==> src/rtl/orpsoc_wb_pkg.sv <==
// orpsoc_wb_pkg: shared Wishbone burst tags, master indices and arbiter state encoding
package orpsoc_wb_pkg;
  localparam logic [2:0] CTI_CLASSIC = 3'b000;
  localparam logic [2:0] CTI_INCR = 3'b010;
  localparam logic [2:0] CTI_EOB = 3'b111;
  localparam int M_DBUS = 0;
  localparam int M_IBUS = 1;
  localparam int M_DBG = 2;
  typedef enum logic [1:0] {IDLE = 2'd0, BUSY = 2'd1, TOERR = 2'd2} arb_state_t;
endpackage

==> src/rtl/rr_pick.sv <==
// rr_pick: one-hot round-robin winner, searching upward from last+1 and wrapping
module rr_pick #(
  parameter int NM = 3,
  parameter int LW = (NM > 1) ? $clog2(NM) : 1
) (
  input  logic [NM-1:0] req,
  input  logic [LW-1:0] last,
  output logic [NM-1:0] win
);
  always_comb begin
    win = '0;
    for (int k = NM; k >= 1; k--) begin
      if (req[(int'(last) + k) % NM]) begin
        win = '0;
        win[(int'(last) + k) % NM] = 1'b1;
      end
    end
  end
endmodule

==> src/rtl/wb_mem_arbiter.sv <==
// wb_mem_arbiter: round-robin Wishbone B3 arbiter holding each grant for the owner's whole cyc,
// with a per-access watchdog that terminates hung slave accesses with err.
module wb_mem_arbiter
  import orpsoc_wb_pkg::*;
#(
  parameter int AW = 32,
  parameter int DW = 32,
  parameter int NM = 3,
  parameter int TIMEOUT = 255
) (
  input  logic                 wb_clk_i,
  input  logic                 wb_rst_i,
  input  logic [NM*AW-1:0]     m_adr_i,
  input  logic [NM*DW-1:0]     m_dat_i,
  input  logic [NM*DW/8-1:0]   m_sel_i,
  input  logic [NM-1:0]        m_we_i,
  input  logic [NM-1:0]        m_cyc_i,
  input  logic [NM-1:0]        m_stb_i,
  input  logic [NM*3-1:0]      m_cti_i,
  input  logic [NM*2-1:0]      m_bte_i,
  output logic [DW-1:0]        m_dat_o,
  output logic [NM-1:0]        m_ack_o,
  output logic [NM-1:0]        m_err_o,
  output logic [NM-1:0]        m_rty_o,
  output logic [AW-1:0]        s_adr_o,
  output logic [DW-1:0]        s_dat_o,
  output logic [DW/8-1:0]      s_sel_o,
  output logic                 s_we_o,
  output logic                 s_cyc_o,
  output logic                 s_stb_o,
  output logic [2:0]           s_cti_o,
  output logic [1:0]           s_bte_o,
  input  logic [DW-1:0]        s_dat_i,
  input  logic                 s_ack_i,
  input  logic                 s_err_i,
  input  logic                 s_rty_i,
  output logic [NM-1:0]        grant_o,
  output logic                 to_valid_o,
  output logic [AW-1:0]        to_adr_o,
  input  logic                 to_clr_i
);
  localparam int SW = DW / 8;
  localparam int LW = (NM > 1) ? $clog2(NM) : 1;
  localparam int CW = $clog2(TIMEOUT);
  arb_state_t state, state_n;
  logic [NM-1:0] grant_n, win;
  logic [LW-1:0] last, last_n, gidx;
  logic [CW-1:0] cnt, cnt_n;
  logic to_valid_n, g_cyc, g_stb, term, busy;
  logic [AW-1:0] to_adr_n;
  rr_pick #(.NM(NM), .LW(LW)) u_pick (.req(m_cyc_i), .last(last), .win(win));
  assign term = s_ack_i | s_err_i | s_rty_i;
  assign busy = state == BUSY;
  assign m_dat_o = s_dat_i;
  assign m_ack_o = busy ? grant_o & {NM{s_ack_i}} : '0;
  assign m_rty_o = busy ? grant_o & {NM{s_rty_i}} : '0;
  assign m_err_o = (state == TOERR) ? grant_o : busy ? grant_o & {NM{s_err_i}} : '0;
  // AND-OR mux on the one-hot grant; no grant means an all-zero slave request
  always_comb begin
    gidx = '0;
    g_cyc = 1'b0;
    g_stb = 1'b0;
    s_adr_o = '0;
    s_dat_o = '0;
    s_sel_o = '0;
    s_we_o = 1'b0;
    s_cti_o = '0;
    s_bte_o = '0;
    for (int i = 0; i < NM; i++) begin
      if (grant_o[i]) begin
        gidx = LW'(i);
        g_cyc = m_cyc_i[i];
        g_stb = m_stb_i[i];
        s_adr_o = m_adr_i[i*AW +: AW];
        s_dat_o = m_dat_i[i*DW +: DW];
        s_sel_o = m_sel_i[i*SW +: SW];
        s_we_o = m_we_i[i];
        s_cti_o = m_cti_i[i*3 +: 3];
        s_bte_o = m_bte_i[i*2 +: 2];
      end
    end
    s_cyc_o = state != TOERR && g_cyc;
    s_stb_o = state != TOERR && g_stb;
  end
  always_comb begin
    state_n = state;
    grant_n = grant_o;
    last_n = last;
    cnt_n = '0;
    to_valid_n = to_valid_o & ~to_clr_i;
    to_adr_n = to_adr_o;
    if (state == IDLE) begin
      if (|m_cyc_i) begin
        state_n = BUSY;
        grant_n = win;
      end
    end else if (state == BUSY) begin
      cnt_n = (g_stb && !term) ? cnt + 1'b1 : '0;
      if (!g_cyc) begin
        state_n = IDLE;
        grant_n = '0;
        last_n = gidx;
        cnt_n = '0;
      end else if (g_stb && !term && cnt == CW'(TIMEOUT - 1)) begin
        state_n = TOERR;
        cnt_n = '0;
      end
    end else begin
      // a fresh timeout beats a same-cycle clear; only the first address is kept
      to_valid_n = 1'b1;
      to_adr_n = to_valid_o ? to_adr_o : s_adr_o;
      state_n = g_cyc ? BUSY : IDLE;
      grant_n = g_cyc ? grant_o : '0;
      last_n = g_cyc ? last : gidx;
    end
  end
  always_ff @(posedge wb_clk_i or posedge wb_rst_i) begin
    if (wb_rst_i) begin
      state <= IDLE;
      grant_o <= '0;
      last <= LW'(NM - 1);
      cnt <= '0;
      to_valid_o <= 1'b0;
      to_adr_o <= '0;
    end else begin
      state <= state_n;
      grant_o <= grant_n;
      last <= last_n;
      cnt <= cnt_n;
      to_valid_o <= to_valid_n;
      to_adr_o <= to_adr_n;
    end
  end
endmodule

==> config.mk <==
export PLATFORM = sky130hd
export DESIGN_NAME = wb_mem_arbiter
export DESIGN_NICKNAME = d
export VERILOG_FILES = /design/src/rtl/orpsoc_wb_pkg.sv /design/src/rtl/rr_pick.sv /design/src/rtl/wb_mem_arbiter.sv
export SDC_FILE = /design/constraint.sdc
export NUM_CORES = 1
export LEC_CHECK = 0
export ABC_AREA = 1
export CORE_AREA = 2 2 165 167
export DETAILED_ROUTE_END_ITERATION = 10
export DIE_AREA = 0 0 167 169
export HOLD_SLACK_MARGIN = 0.06
export PLACE_DENSITY = 0.6
export SYNTH_ARGS = -nofsm -noshare
export SYNTH_HDL_FRONTEND = slang
export SYNTH_SLANG_ARGS = --single-unit
==> constraint.sdc <==
create_clock -name wb_clk_i -period 2 [get_ports wb_clk_i]
set_clock_uncertainty 0.05 [all_clocks]
set_input_delay 0.4 -clock wb_clk_i [delete_from_list [all_inputs] [get_ports wb_clk_i]]
set_output_delay 0.4 -clock wb_clk_i [all_outputs]
set_load 0.1 [all_outputs]
After elaboration in Yosys (flattened, before gate mapping):

Index checks and enable logic that the tools add are counted.

* register bits: 48
* input port bits: 266
* output and inout port bits: 153
* logic and storage cells: 115

* add/sub/neg operators: 4
* div/mod/pow operators: 3
* order comparisons: 6
* equality and inequality tests: 7
* muxes and demuxes: 64
* bitwise operators: 11
* reductions and logical operators: 14

Operators by type and width (count)
* 32-bit 2-to-1 mux: 6
* 32-bit by 1-bit >= comparator with 1-bit output (second input constant): 3
* 32-bit by 4-bit < comparator with 1-bit output (second input constant): 3
* 32-bit by 3-bit remainder unit with 32-bit output (second input constant): 3
* 8-bit 2-to-1 mux: 5
* 3-bit 2-to-1 mux: 13
* 1-bit 2-to-1 mux: 22
* 2-bit 2-to-1 mux: 9
* 4-bit 2-to-1 mux: 3
* 3-bit bitwise AND: 3
* 8-bit by 1-bit adder with 8-bit output (second input constant): 1
* 8-bit equality test (second input constant): 1
* 1-bit logical AND: 7
* 2-bit by 2-bit adder with 3-bit output (second input constant): 2
* 1-bit binary-select mux with 2-bit select: 3
* 1-bit demux with 2-bit select: 3
* 2-bit AND reduction: 3
* 1-bit inverter: 5
* 2-bit by 1-bit != test with 1-bit output (second input constant): 2
* 4-bit by 2-bit != test with 1-bit output (second input constant): 1
* 2-bit by 1-bit adder with 3-bit output (second input constant): 1
* 3-bit AND reduction: 1
* 3-bit OR reduction: 1
* 2-bit by 1-bit equality test with 1-bit output (second input constant): 1
* other kinds (6): 7

Logic depth before layout (Yosys ltp):

* word-level depth: 11
* depth in mapped cells: 11
* gate-level depth less buffers: 11

Cells and area by module:

Synthesis repeated with hierarchy kept, for this count alone.

* cell total of the unflattened synthesis: 626
* area, all modules: 4113.9 um^2

By module, submodules not included
* wb_mem_arbiter: times used 1, cells each 579, area an instance 3848.7 um^2, seq. area each 1202.4 um^2
* rr_pick: times used 1, cells each 47, area an instance 265.3 um^2, seq. area each 0.0 um^2

Worst setup path before layout:

OpenSTA, ideal clock, no wires.

* path type: register to output
* start point: register grant_o[0]
* end point: output s_dat_o[22]
* data arrival time: 3.811 ns
* required time: 1.550 ns
* setup slack: -2.261 ns
* cell stages (with the launch flop): 7
* cells stage by stage: dfrtp_1 -> inv_1 -> nor2_2 -> buf_6 -> buf_2 -> a22oi_1 -> o21ai_0

* cells in the longest elaborated chain, start to end: 3

RTL lines
* start: declaration: line wb_mem_arbiter.sv:37 `output logic [NM-1:0] grant_o,`
* start signal: assignment: line wb_mem_arbiter.sv:127 `grant_o <= grant_n;`
* 32-bit 2-to-1 mux (3 in a row): line wb_mem_arbiter.sv:70 `if (grant_o[i]) begin`
* end: declaration: line wb_mem_arbiter.sv:26 `output logic [DW-1:0] s_dat_o,`

Every way passes these cells.

Worst setup path in the final report:

* start point: register grant_o[1]
* end point: output s_bte_o[1]

* cells in the longest elaborated chain, start to end: 2

RTL lines
* 2-bit 2-to-1 mux (2 in a row): line wb_mem_arbiter.sv:70
* end: declaration: line wb_mem_arbiter.sv:32 `output logic [1:0] s_bte_o,`

Every way passes these cells.

==> impl_metrics.env <==
export IMPL_run_status="finished with violations"
export IMPL_violations="setup timing"
export IMPL_cell_area_after_layout_mm2=0.01083
export IMPL_crit_path_max_incr_delay_ns=0.49
export IMPL_grt_antenna_before_repair=2
export IMPL_worst_setup_path_type="register to primary output"
export IMPL_grt_setup_unrepaired="yes"
export IMPL_syn_nets=845
export IMPL_top_signal_layer_used="met5"
export IMPL_postRouteAntennaNets=0
export IMPL_clk_path_buf_depth=2
export IMPL_gp_routability_congestion=0.7544
export IMPL_synth_cells=573
export IMPL_detail_route_wirelength_um=25040
export IMPL_cts_buffers=5
export IMPL_critical_path_cell_chain="nor2_4, buf_12, buf_12, buf_16, a22oi_2, o21ai_4, buf_12"
export IMPL_design_die_area_mm2=0.02822
export IMPL_die_height_um=169
export IMPL_synth_area_leaders="sky130_fd_sc_hd__dfrtp_1 (29%), sky130_fd_sc_hd__nand2_1 (14%), sky130_fd_sc_hd__nand3_1 (11%)"
export IMPL_fraction_of_layout_cells_with_a_size_suffix_above_1=0.4218
export IMPL_cp_num_buf_inv=4
export IMPL_global_route_overflow_total=0
export IMPL_slew_headroom=0.7386
export IMPL_fin_nets=1198
export IMPL_setup_worst_path_start_class="register"
export IMPL_max_cap_violations=0
export IMPL_mappedNetlistArea_mm2=0.004084
export IMPL_most_common_layout_cells="sky130_fd_sc_hd__clkdlybuf4s50_1 (233), sky130_fd_sc_hd__nand2_1 (145), sky130_fd_sc_hd__buf_12 (102)"
export IMPL_powerDensity_mw_per_mm2=1771
export IMPL_fmax_mhz=441.9
export IMPL_ioPinCount=419
export IMPL_num_vias=5516
export IMPL_initial_utilization=0.1541
export IMPL_grt_max_degree=37
export IMPL_min_path_type="input pin to asynchronous set/reset pin"
export IMPL_critical_path_top_delay_family="buffers and inverters"
export IMPL_synth_area_per_cell_um2=7.127
export IMPL_design_power_total_mw=19.18
export IMPL_whs_ns=0.4110
export IMPL_floorplan_rows=60
export IMPL_port_buffers=354
export IMPL_wl_met2_um=12830
export IMPL_timing_critical_path_slowest_stage_cell="sky130_fd_sc_hd__dfrtp_4"
export IMPL_placed_cell_area_mm2=0.009878
export IMPL_drt_wirelength_per_cell_um=19.73
export IMPL_worst_setup_end_kind="primary output"
export IMPL_worstPathMaxFanout=9
export IMPL_m1WireLength_um=9875
export IMPL_period_needed_ns=2.263
export IMPL_synth_cell_types=28
export IMPL_p_leak_nw=4.497
export IMPL_number_of_pins_with_negative_max_slew_slack_in_the_final_report=0
export IMPL_drc=0
export IMPL_tritoncts="built"
export IMPL_met3RoutedLength_um=2012
export IMPL_detailedPlacementHpwl_um=19090
export IMPL_critPathRequiredTime_ns=1.55
export IMPL_grt_pass1_wl_um=35380
export IMPL_number_of_synthesized_register_bits=48
export IMPL_vias_in_the_first_global_route=5666
export IMPL_clk_insertion_delay_late_ns=0.30
export IMPL_timing_final_crit_share=1.131
export IMPL_drt_pass1_iterations=4
export IMPL_finalCoreUtilization=0.4087
export IMPL_synth_top_cell_area_share=0.2880
export IMPL_grtUsageTotal=0.1661
export IMPL_worst_path_most_repeated_cell="sky130_fd_sc_hd__buf_12"
export IMPL_h_tree_depth=2
export IMPL_irDropWorstVdd_v=0.001248
export IMPL_vias_per_cell=4.347
export IMPL_synth_area_leader_cell="sky130_fd_sc_hd__dfrtp_1"
export IMPL_layout_commonest_cell="sky130_fd_sc_hd__clkdlybuf4s50_1"
export IMPL_hold_viol_final=0
export IMPL_layout_area_overhead_vs_synth_pct=165.2
export IMPL_clkSinkCount=48
export IMPL_yosysWarnings=0
export IMPL_setup_viol=76
export IMPL_cell_at_the_root_of_the_clock_tree="sky130_fd_sc_hd__clkbuf_16"
export IMPL_cp_data_arrival_time_ns=1.81
export IMPL_placement_setup_worst_slack_ns=-0.04333
export IMPL_drt_iter0_drc=192
export IMPL_worst_pin_slew_ns=0.3922
export IMPL_die_w_um=167
export IMPL_synth_seq_area_share=0.2944
export IMPL_layout_setup_ws_ns=-0.2627
export IMPL_clkTransAtPathRegs_ns=0.07
export IMPL_design_core_area_mm2=0.02650
-- timing repair --
item | CTS | global route
cloned | 8 | 5
pin swaps | 18 | 17
setup buffers | 9 | 4
resized for setup | 70 | 24
setup endpoints to repair | 84 | 86
hold buffers | 0 | 0
-- synth_stat cells, drive strengths merged --
library cell	n
dfrtp	47
clkinv	1
ha	6
nand2	152
nand4	1
nand3b	1
o21bai	1
a21oi	1
nand3	90
nor2	34
a22oi	42
buf	61
dfstp	1
nor3	7
xor2	3
inv	33
clkbuf	8
mux2	32
o21ai	52
-- power breakdown --
part / leakage, nW / switching (mW) / internal (mW) / total, mW
clock: 0.0712 / 0.388 / 0.501 / 0.889
combinational: 3.77 / 10.8 / 6.32 / 17.2
sequential: 0.655 / 0.0743 / 1.05 / 1.13
total: 4.50 / 11.3 / 7.88 / 19.2
-- layout make-up --
type | count | area, um2
Antenna cell | 1 | 2.502
Clock buffer | 8 | 146.4
Fill cell | 2525 | 15670
Inverter | 34 | 152.6
Multi-Input combinational cell | 422 | 3595
Sequential cell | 48 | 1214
Tap cell | 341 | 426.7
Timing Repair Buffer | 415 | 5295
-- worst paths after layout --
kind / startpoint / end / slack, ns / cells after the start
worst max-delay path: grant_o[1]$_DFFE_PP0P_ / s_bte_o[1] / -0.26 / 7
worst min-delay path: wb_rst_i / to_adr_o[31]$_DFFE_PP0P_ / 0.41 / 3
min in group wb_clk_i: last[1]$_DFFE_PP1P_ / last[1]$_DFFE_PP1P_ / 0.45 / 2
max in group asynchronous: wb_rst_i / last[1]$_DFFE_PP1P_ / 1.12 / 3
worst min register to register: last[1]$_DFFE_PP1P_ / last[1]$_DFFE_PP1P_ / 0.45 / 2
worst max register to register: grant_o[1]$_DFFE_PP0P_ / to_adr_o[11]$_DFFE_PP0P_ / 0.15 / 9
-- layer usage --
metal	GRT usage	vias up
met5	0	-
met4	0.03298	2
met3	0.04933	26
met2	0.2977	258
met1	0.1969	2606
li1	-	2624
-- cell families (layout without fill, tap and decap cells) --
group | count (synthesis) | after routing | share of synthesized area
AND/OR/NAND/NOR | 285 | 285 | 0.3030
flip-flops | 48 | 48 | 0.2944
AO/OA/AOI/OAI | 96 | 96 | 0.1440
buffers and inverters | 103 | 457 | 0.1455
other | 0 | 1 | 0
XOR/XNOR | 3 | 3 | 0.006435
adder cells (fa/ha/maj) | 6 | 6 | 0.01838
multiplexers | 32 | 32 | 0.08824
-- sequential cells by signal, summed over array words and instances, names as in the netlist --
| register | flops |
|---|---|
| to_adr_o | 32 |
| cnt | 8 |
| to_valid_o | 1 |
| last | 2 |
| grant_o | 3 |
| state | 2 |
-- metrics by stage --
step           instances  setup TNS (ns)
5_1_grt             1268          -22.18
2_1_floorplan        573          -21.57
6_report            1269          -16.68
4_1_cts             1262          -19.68
3_3_place_gp        1242        -0.04684
3_5_place_dp        1242        -0.04333
-- worst min-delay path, cell delays in order --
cell and delay, ns:
sky130_fd_sc_hd__clkdlybuf4s50_1 0.41, sky130_fd_sc_hd__inv_2 0.06, sky130_fd_sc_hd__buf_4 0.28
Power figures use the tool's default switching activity.
